--- config.mk ---
export PLATFORM = sky130hd
export DESIGN_NAME = enemigo_paso
export DESIGN_NICKNAME = d
export VERILOG_FILES = /design/src/rtl/enemigo_paso_pkg.sv /design/src/rtl/enemigo_paso_sinc_flanco.sv /design/src/rtl/enemigo_paso.sv
export SDC_FILE = /design/constraint.sdc
export NUM_CORES = 1
export LEC_CHECK = 0
export BUFFER_PORTS_ARGS = -buffer_cell sky130_fd_sc_hd__buf_2
export CAP_MARGIN = 20
export CORE_ASPECT_RATIO = 1.75
export CORE_UTILIZATION = 55
export DETAILED_ROUTE_END_ITERATION = 16
export GPL_TIMING_DRIVEN = 0
export PLACE_DENSITY = 0.78
export SYNTH_ARGS = -nofsm -noshare
export SYNTH_HDL_FRONTEND = slang
export SYNTH_SLANG_ARGS = --single-unit
export TNS_END_PERCENT = 20
--- constraint.sdc ---
create_clock -name clock_in -period 2.25 [get_ports clock_in]
set_input_delay 0.45 -clock clock_in [delete_from_list [all_inputs] [get_ports clock_in]]
set_output_delay 0.45 -clock clock_in [all_outputs]
set_load 0.01 [all_outputs]
--- src/rtl/enemigo_paso_pkg.sv ---
// Shared Fury on Wheels game definitions: enemy FSM encoding, screen limits
// and the LFSR used to pick spawn lanes.
package enemigo_paso_pkg;

  typedef enum logic [1:0] {
    IDLE    = 2'd0,
    SPAWN   = 2'd1,
    MOVE    = 2'd2,
    EXPLODE = 2'd3
  } estado_t;

  localparam logic [9:0]  Y_MAX_PANTALLA = 10'd480;
  localparam int unsigned NUM_CARRILES   = 4;
  localparam int unsigned LANE_W         = $clog2(NUM_CARRILES);

  // Fibonacci taps 8,6,5,4 expressed as register bits 7,5,4,3
  localparam logic [7:0] LFSR_TAPS = 8'hB8;

  function automatic logic [7:0] lfsr_next(input logic [7:0] l);
    return {l[6:0], ^(l & LFSR_TAPS)};
  endfunction

endpackage

--- src/rtl/enemigo_paso_sinc_flanco.sv ---
// Two-flop synchronizer plus rising-edge detector for a slow level that is
// asynchronous to clk_i; one rise_o pulse per low-to-high transition.
module sinc_flanco (
  input  logic clk_i,
  input  logic rst_ni,
  input  logic d_i,
  output logic rise_o
);

  logic s1_q, s2_q, s3_q;

  always_ff @(posedge clk_i or negedge rst_ni) begin
    if (!rst_ni) begin
      s1_q <= 1'b0;
      s2_q <= 1'b0;
      s3_q <= 1'b0;
    end else begin
      s1_q <= d_i;
      s2_q <= s1_q;
      s3_q <= s2_q;
    end
  end

  assign rise_o = s2_q & ~s3_q;

endmodule

--- src/rtl/enemigo_paso.sv ---
// Enemy car stepper: each rising edge of the slow enemy clock moves the car
// down one step; tracks lane, spawn, collision, explosion and dodge count.
module enemigo_paso
  import enemigo_paso_pkg::*;
#(
  parameter logic [9:0] Y_START    = 10'd0,
  parameter logic [9:0] Y_MAX      = Y_MAX_PANTALLA,
  parameter logic [9:0] STEP       = 10'd4,
  parameter logic [3:0] EXPL_TICKS = 4'd6,
  parameter logic [7:0] SEED       = 8'hA5
) (
  input  logic       clock_in,
  input  logic       reset_n,
  input  logic       tick_in,
  input  logic       enable,
  input  logic       hit,
  output logic [9:0] y_pos,
  output logic [1:0] lane,
  output logic       active,
  output logic       exploding,
  output logic       passed,
  output logic [7:0] passed_cnt
);

  estado_t           state_q;
  logic [9:0]        y_q;
  logic [LANE_W-1:0] lane_q;
  logic              active_q, expl_q, passed_q;
  logic [7:0]        cnt_q;
  logic [7:0]        lfsr_q;
  logic [3:0]        ecnt_q;
  logic              tick;
  logic [10:0]       y_sum_d;

  sinc_flanco u_sinc (
    .clk_i  (clock_in),
    .rst_ni (reset_n),
    .d_i    (tick_in),
    .rise_o (tick)
  );

  // 11-bit sum so a step past the bottom cannot wrap below Y_MAX
  assign y_sum_d = {1'b0, y_q} + {1'b0, STEP};

  always_ff @(posedge clock_in or negedge reset_n) begin
    if (!reset_n) begin
      state_q  <= IDLE;
      y_q      <= Y_START;
      lane_q   <= '0;
      active_q <= 1'b0;
      expl_q   <= 1'b0;
      passed_q <= 1'b0;
      cnt_q    <= '0;
      lfsr_q   <= SEED;
      ecnt_q   <= '0;
    end else begin
      lfsr_q   <= lfsr_next(lfsr_q);
      passed_q <= 1'b0;
      if (!enable) begin
        state_q  <= IDLE;
        y_q      <= Y_START;
        active_q <= 1'b0;
        expl_q   <= 1'b0;
      end else begin
        case (state_q)
          IDLE: begin
            y_q      <= Y_START;
            active_q <= 1'b0;
            expl_q   <= 1'b0;
            state_q  <= SPAWN;
          end
          SPAWN: begin
            lane_q   <= lfsr_q[LANE_W-1:0];
            y_q      <= Y_START;
            active_q <= 1'b1;
            state_q  <= MOVE;
          end
          MOVE: begin
            if (hit) begin
              active_q <= 1'b0;
              expl_q   <= 1'b1;
              ecnt_q   <= '0;
              state_q  <= EXPLODE;
            end else if (tick) begin
              if (y_sum_d >= {1'b0, Y_MAX}) begin
                y_q      <= Y_START;
                active_q <= 1'b0;
                passed_q <= 1'b1;
                if (cnt_q != 8'hFF) cnt_q <= cnt_q + 8'd1;
                state_q  <= SPAWN;
              end else begin
                y_q <= y_sum_d[9:0];
              end
            end
          end
          EXPLODE: begin
            if (tick) begin
              if (ecnt_q == EXPL_TICKS - 4'd1) begin
                expl_q  <= 1'b0;
                state_q <= SPAWN;
              end else begin
                ecnt_q <= ecnt_q + 4'd1;
              end
            end
          end
        endcase
      end
    end
  end

  assign y_pos      = y_q;
  assign lane       = lane_q;
  assign active     = active_q;
  assign exploding  = expl_q;
  assign passed     = passed_q;
  assign passed_cnt = cnt_q;

endmodule
After elaboration in Yosys (flattened, before gate mapping)
Cells that the tools add are included.
{"block": "totals", "register_bits": 40, "out_inout_bits": 23}
{"block": "op_classes", "add_sub_neg": 3, "n_lt_le_gt_ge": 1, "eq_ne": 18, "mux": 31, "n_bitwise": 3, "n_reduce_logical": 11}
{"op": "2-to-1 mux 10 bit", "count": 4}
{"op": "case mux 10 bit (2 select lines)", "count": 1}
{"op": "!= test 3 bit (second input constant)", "count": 5}
{"op": "2-to-1 mux 1 bit", "count": 13}
{"op": "2-to-1 mux 2 bit", "count": 6}
{"op": "2-to-1 mux 4 bit", "count": 3}
{"op": "adder 10 x 3 -> 11 bit (second input constant)", "count": 1}
{"op": ">= comparator 11 x 9 -> 1 bit (second input constant)", "count": 1}
{"op": "adder 8 x 1 -> 8 bit (second input constant)", "count": 1}
{"op": "!= test 4 x 1 -> 1 bit (second input constant)", "count": 2}
{"op": "!= test 4 bit (second input constant)", "count": 2}
{"op": "!= test 8 bit (second input constant)", "count": 1}
{"op": "case mux 2 bit (4 select lines)", "count": 1}
{"op": "case mux 4 bit (2 select lines)", "count": 1}
{"op": "AND reduction 4 bit", "count": 2}
{"op": "XOR reduction 8 bit", "count": 1}
{"op": "!= test 2 bit (second input constant)", "count": 3}
{"op": "case mux 1 bit (3 select lines)", "count": 2}
{"op": "AND reduction 3 bit", "count": 2}
{"op": "AND reduction 6 bit", "count": 1}
{"op": "AND reduction 5 bit", "count": 1}
{"op": "adder 4 x 1 -> 4 bit (second input constant)", "count": 1}
{"op": "== test 2 bit (second input constant)", "count": 2}
{"op": "== test 4 x 3 -> 1 bit (second input constant)", "count": 1}
{"op": "other kinds (8)", "count": 9}

Logic depth before layout (Yosys ltp)
{"block": "logic_depth", "depth_word": 7, "depth_mapped": 7}

Modules after synthesis
Synthesis repeated with hierarchy kept, for this count alone.
{"block": "unflattened", "cells_unflattened": 185, "hier_area_um2": 1949.4}
{"mod": "enemigo_paso", "n_inst": 1, "cells_each": 181, "area_each_um2": 1860.5, "seq_area_each_um2": 880.8}
{"mod": "sinc_flanco", "n_inst": 1, "cells_each": 4, "area_each_um2": 88.8, "seq_area_each_um2": 75.1}

Worst setup path after synthesis
Ideal clock, no wire load.
{"block": "synth_timing", "path_type": "reg2reg", "from": "register cnt_q[0], in the netlist passed_cnt[0]", "to": "register cnt_q[1], in the netlist passed_cnt[1]", "setup_ns": 0.128, "arrival_ns": 1.769, "t_required_ns": 2.122, "setup_slack_ns": 0.353, "stages_incl_launch_ff": 7, "path_buffers": 0, "synth_period_minus_slack_ns": 1.897, "path_cell_list": "dfrtp_1 ha_1 and3_1 a211oi_1 nand3_2 nor2_1 mux2_1"}
{"block": "synth_via", "elab_chain_len": 2}
{"item": "from (decl)", "line_no": "enemigo_paso.sv:29", "rtl": "logic [7:0] cnt_q;"}
{"item": "from (signal assigned)", "line_no": "enemigo_paso.sv:89", "rtl": "if (cnt_q != 8'hFF) cnt_q <= cnt_q + 8'd1;"}
{"item": "branches (longest 2 deep; another with adder 8 x 1 -> 8 bit)"}
Parallel ways; which one is timed is not known.
A chain may end at the register's enable or synchronous reset.

Worst setup path in the final report
{"block": "layout_timing", "from": "register state_q[0]", "to": "register cnt_q[1], in the netlist passed_cnt[1]"}
{"block": "layout_via", "elab_chain_len": 2}
{"item": "from (decl)", "line_no": "enemigo_paso.sv:25", "rtl": "estado_t state_q;"}
{"item": "from (signal assigned)", "line_no": "enemigo_paso.sv:47", "rtl": "state_q <= IDLE;"}
{"item": "from (signal assigned)", "line_no": "enemigo_paso.sv:60", "rtl": "state_q <= IDLE;"}
{"item": "from (signal assigned)", "line_no": "enemigo_paso.sv:70", "rtl": "state_q <= SPAWN;"}
{"item": "== test 2 bit", "line_no": "enemigo_paso.sv:65", "rtl": "case (state_q)"}
{"item": "AND reduction 6 bit (no line)"}
Every way passes these cells.

==> metrics.txt <==
minimum clock period 2.09 ns; multiplexer share of the synthesized area 4.46%; H-Tree Level Count 2; highest cell delay on the worst timing path around 0.43 ns; Peak supply drop about 0.44 mV; post-synthesis adder-cell area fraction 5.74%; class of the most critical setup path reg -> reg; number of maximum-capacitance constraint violations 0; largest family of logic cells by synthesized area simple AND/OR/NAND/NOR gates; final slew viol count 0; top library cells by usage in the layout, fill and taps aside dfrtp_1, buf_2, nand2_1; Initial Utilization 57.8%; number of top-level pins 28; reported net switching power roughly 280 uW; Routed wire per std cell 14.9 microns; core footprint 3400 sq um; number of global-route vias before repair 1505; Antenna Nets Post-Route 0; cell type with the highest aggregate area in the netlist dfrtp_1; number of vias per cell after detailed routing 5.64; total global routing track utilization 23.9%; number of instances in the synthesized netlist 182; pin count of the biggest net entering global routing 39; average instance area after synthesis 10.8 sq um; antenna violations before repair 0; final worst path period share around 93%; combined buffer and inverter count along the critical path 1; top flip-flop cell by instance count after synthesis dfrtp_1; Critical Path RT 2.42 ns; CTS hold repair buffers 0; area share of the largest cell type after synthesis 43.3%; FMAX between 400 and 500 MHz; relative contribution of combinational cells to total power 7.3%; Pwr Density 550 nW/um^2; num rows 28; die width 47.2 microns; Fin Clk Skew approximately 0.0095 ns; largest cells by area after synthesis dfrtp_1, ha_1, dfstp_2; highest net fanout along the worst path 7; capturing element type of the critical path flip-flop; CTS clock-pin slew for the worst setup and hold paths 0.07 ns; xor-xnor portion of the synthesized cell area 4.91%; worst-margin pin slew roughly 0.82 ns; TritonCTS clock tree done; first-pass GRT wire length 6420 microns; proportion of synthesized chip area in sequential cells 48.7%; fraction of layout instances using a drive strength above 1 26.0%; Arrival @ worst endpoint 2.26 ns; clock tree root driver cell clkbuf_8; type of origin of the critical path flip-flop; internal power 945 uW; post-synth design cell area 1960 sq um; Buffers on Ports 24; number of nets at the end of the flow between 200 and 250; total number of yosys warnings 0; number of non-filler instances in the completed layout 260; buffer depth of the longest clock path 2; Layout area overhead 13.5%; most common cell after layout, fill and taps aside dfrtp_1; cell-by-cell trace of the critical path inv_1 -> ha_2 -> nand3b_1 -> a211oi_1 -> nand3_2 -> nor2_2 -> mux2_1; number of buffers inserted during clock tree synthesis 5; via count 1466; Synth cell types 48; number of instances in the placed design 252; setup repair after global routing missed its margin false; number of clock sinks seen by CTS 38; fraction of the mapped netlist area in simple logic gates 20.5%; FF+latch count, synth 38; fraction of the mapped netlist area in compound gates ~12%; total grt overflow 0; Die Y-Extent 81.0 microns; async set or reset register ratio after synthesis 100%; final-report hold violation count 0; die area 3820 sq um; number of detailed-routing iterations run before antenna repair 5; Leak Pwr 0.00111 uW; Max transition margin 45.4%; path type of the worst min-delay path in -> async; Seq pwr share between 50% and 60%; relative contribution of the clock network to total power 35.4%; count of antenna diodes in the layout 0; final weighted congestion of routability-driven global placement 0.813; largest delay contributor family on the critical path simple AND/OR/NAND/NOR gates; violation count after the first detailed-routing iteration 31; aggregate negative setup slack 0 ns; slowest stage cell on the critical path dfrtp_1; final-report setup violation count 0; final wirelength 3870 microns; sw frac 22.9%; # DRC 0; status finished, final reports clean; number of enable flip-flop cells after synthesis 0; clock latency reported for the late side of the worst-skew pair 0.29 ns; placed wire-length estimate 2810 microns
==> registers in the layout, summed over array words and instances, names as in the netlist <==
name and cells:
passed 1, passed_cnt 8, active 1, lfsr_q 8
u_sinc.s2_q 1, state_q 2, u_sinc.s1_q 1, u_sinc.s3_q 1
exploding 1, y_pos 8, ecnt_q 4, lane 2
==> Yosys cell counts, types with 3 or more instances <==
master / instances
dfrtp_1: 34
nand2b_1: 3
ha_1: 9
nor2_1: 9
nor2b_1: 3
inv_1: 7
or3_1: 3
a21oi_1: 6
and3_1: 4
dfstp_2: 4
nand2_1: 13
nand3_1: 8
o21ai_0: 3
xnor2_1: 3
o21ai_1: 5
xor2_1: 8
a22o_1: 4
nand4_1: 3
nor3_1: 6
mux2_2: 4
==> power groups by stage <==
stage | combinational (uW) | clock [uW] | sequential [uW]
global placement | 85.2 | 0 | 714
floorplan | 54.4 | 0 | 715
detailed placement | 88.0 | 0 | 715
global route | 102 | 473 | 703
CTS | 88.5 | 446 | 702
finish | 89.0 | 434 | 703
==> layout make-up <==
class | count | area (sq um)
buffer | 5 | 36.3
clock buffer | 8 | 80.1
fill | 287 | 1170
inverter | 7 | 26.3
multi-input combinational | 133 | 953
sequential | 38 | 956
tap | 45 | 56.3
timing repair buffer | 24 | 120
==> per-stage QoR <==
| step | setup WS (ns) | hold WS [ns] | cell area [sq um] | power [uW] | util, % |
|---|---|---|---|---|---|
| 6_report | 0.159 | 0.253 | 2230 | 1230 | 65.6 |
| 5_1_grt | 0.0196 | 0.266 | 2230 | 1280 | 65.6 |
| 4_1_cts | 0.0784 | 0.271 | 2220 | 1240 | 65.4 |
| 3_5_place_dp | 0.114 | 0.335 | 2140 | 803 | 63.1 |
| 3_3_place_gp | 0.189 | 0.335 | 2140 | 799 | 63.1 |
| 2_1_floorplan | 0.353 | 0.154 | 1970 | 769 | - |
==> timing repair <==
item,in CTS,in global routing
endpoints found under the setup margin,0,2
hold endpoints to repair,0,0
gates resized for setup,0,2
buffers inserted,0,0
==> final timing paths <==
kind	from	to	slack, ns	cells past startpoint
worst max-delay path	state_q[0]	passed_cnt[1]	0.16	7
worst min-delay path	reset_n	state_q[0]	0.25	1
worst max register to register	state_q[0]	passed_cnt[1]	0.16	7
worst min register to register	u_sinc.s1_q	u_sinc.s2_q	0.35	0
max in group asynchronous	reset_n	y_pos[3]	1.48	1
min in group clock_in	tick_in	u_sinc.s1_q	0.28	1
==> cells by family (layout without fill, tap and decap cells) <==
| group | after synthesis | in the layout |
|---|---|---|
| AO/OA/AOI/OAI | 34 | 34 |
| XOR/XNOR | 11 | 11 |
| adder cells (fa/ha/maj) | 9 | 9 |
| buffers and inverters | 12 | 44 |
| flip-flops | 38 | 38 |
| multiplexers | 8 | 8 |
| other | 1 | 2 |
| AND/OR/NAND/NOR | 69 | 69 |
==> metal layers <==
| metal | vias up | wire length (microns) | global-route usage (%) |
|---|---|---|---|
| met1 | 725 | 1520 | 24.6 |
| li1 | 709 | - | - |
| met2 | 24 | 2190 | 43.2 |
| met5 | - | 0 | 0 |
| met3 | 8 | 82 | 4.67 |
| met4 | 0 | 75 | 11.4 |
(Power assumes the default switching activity.)
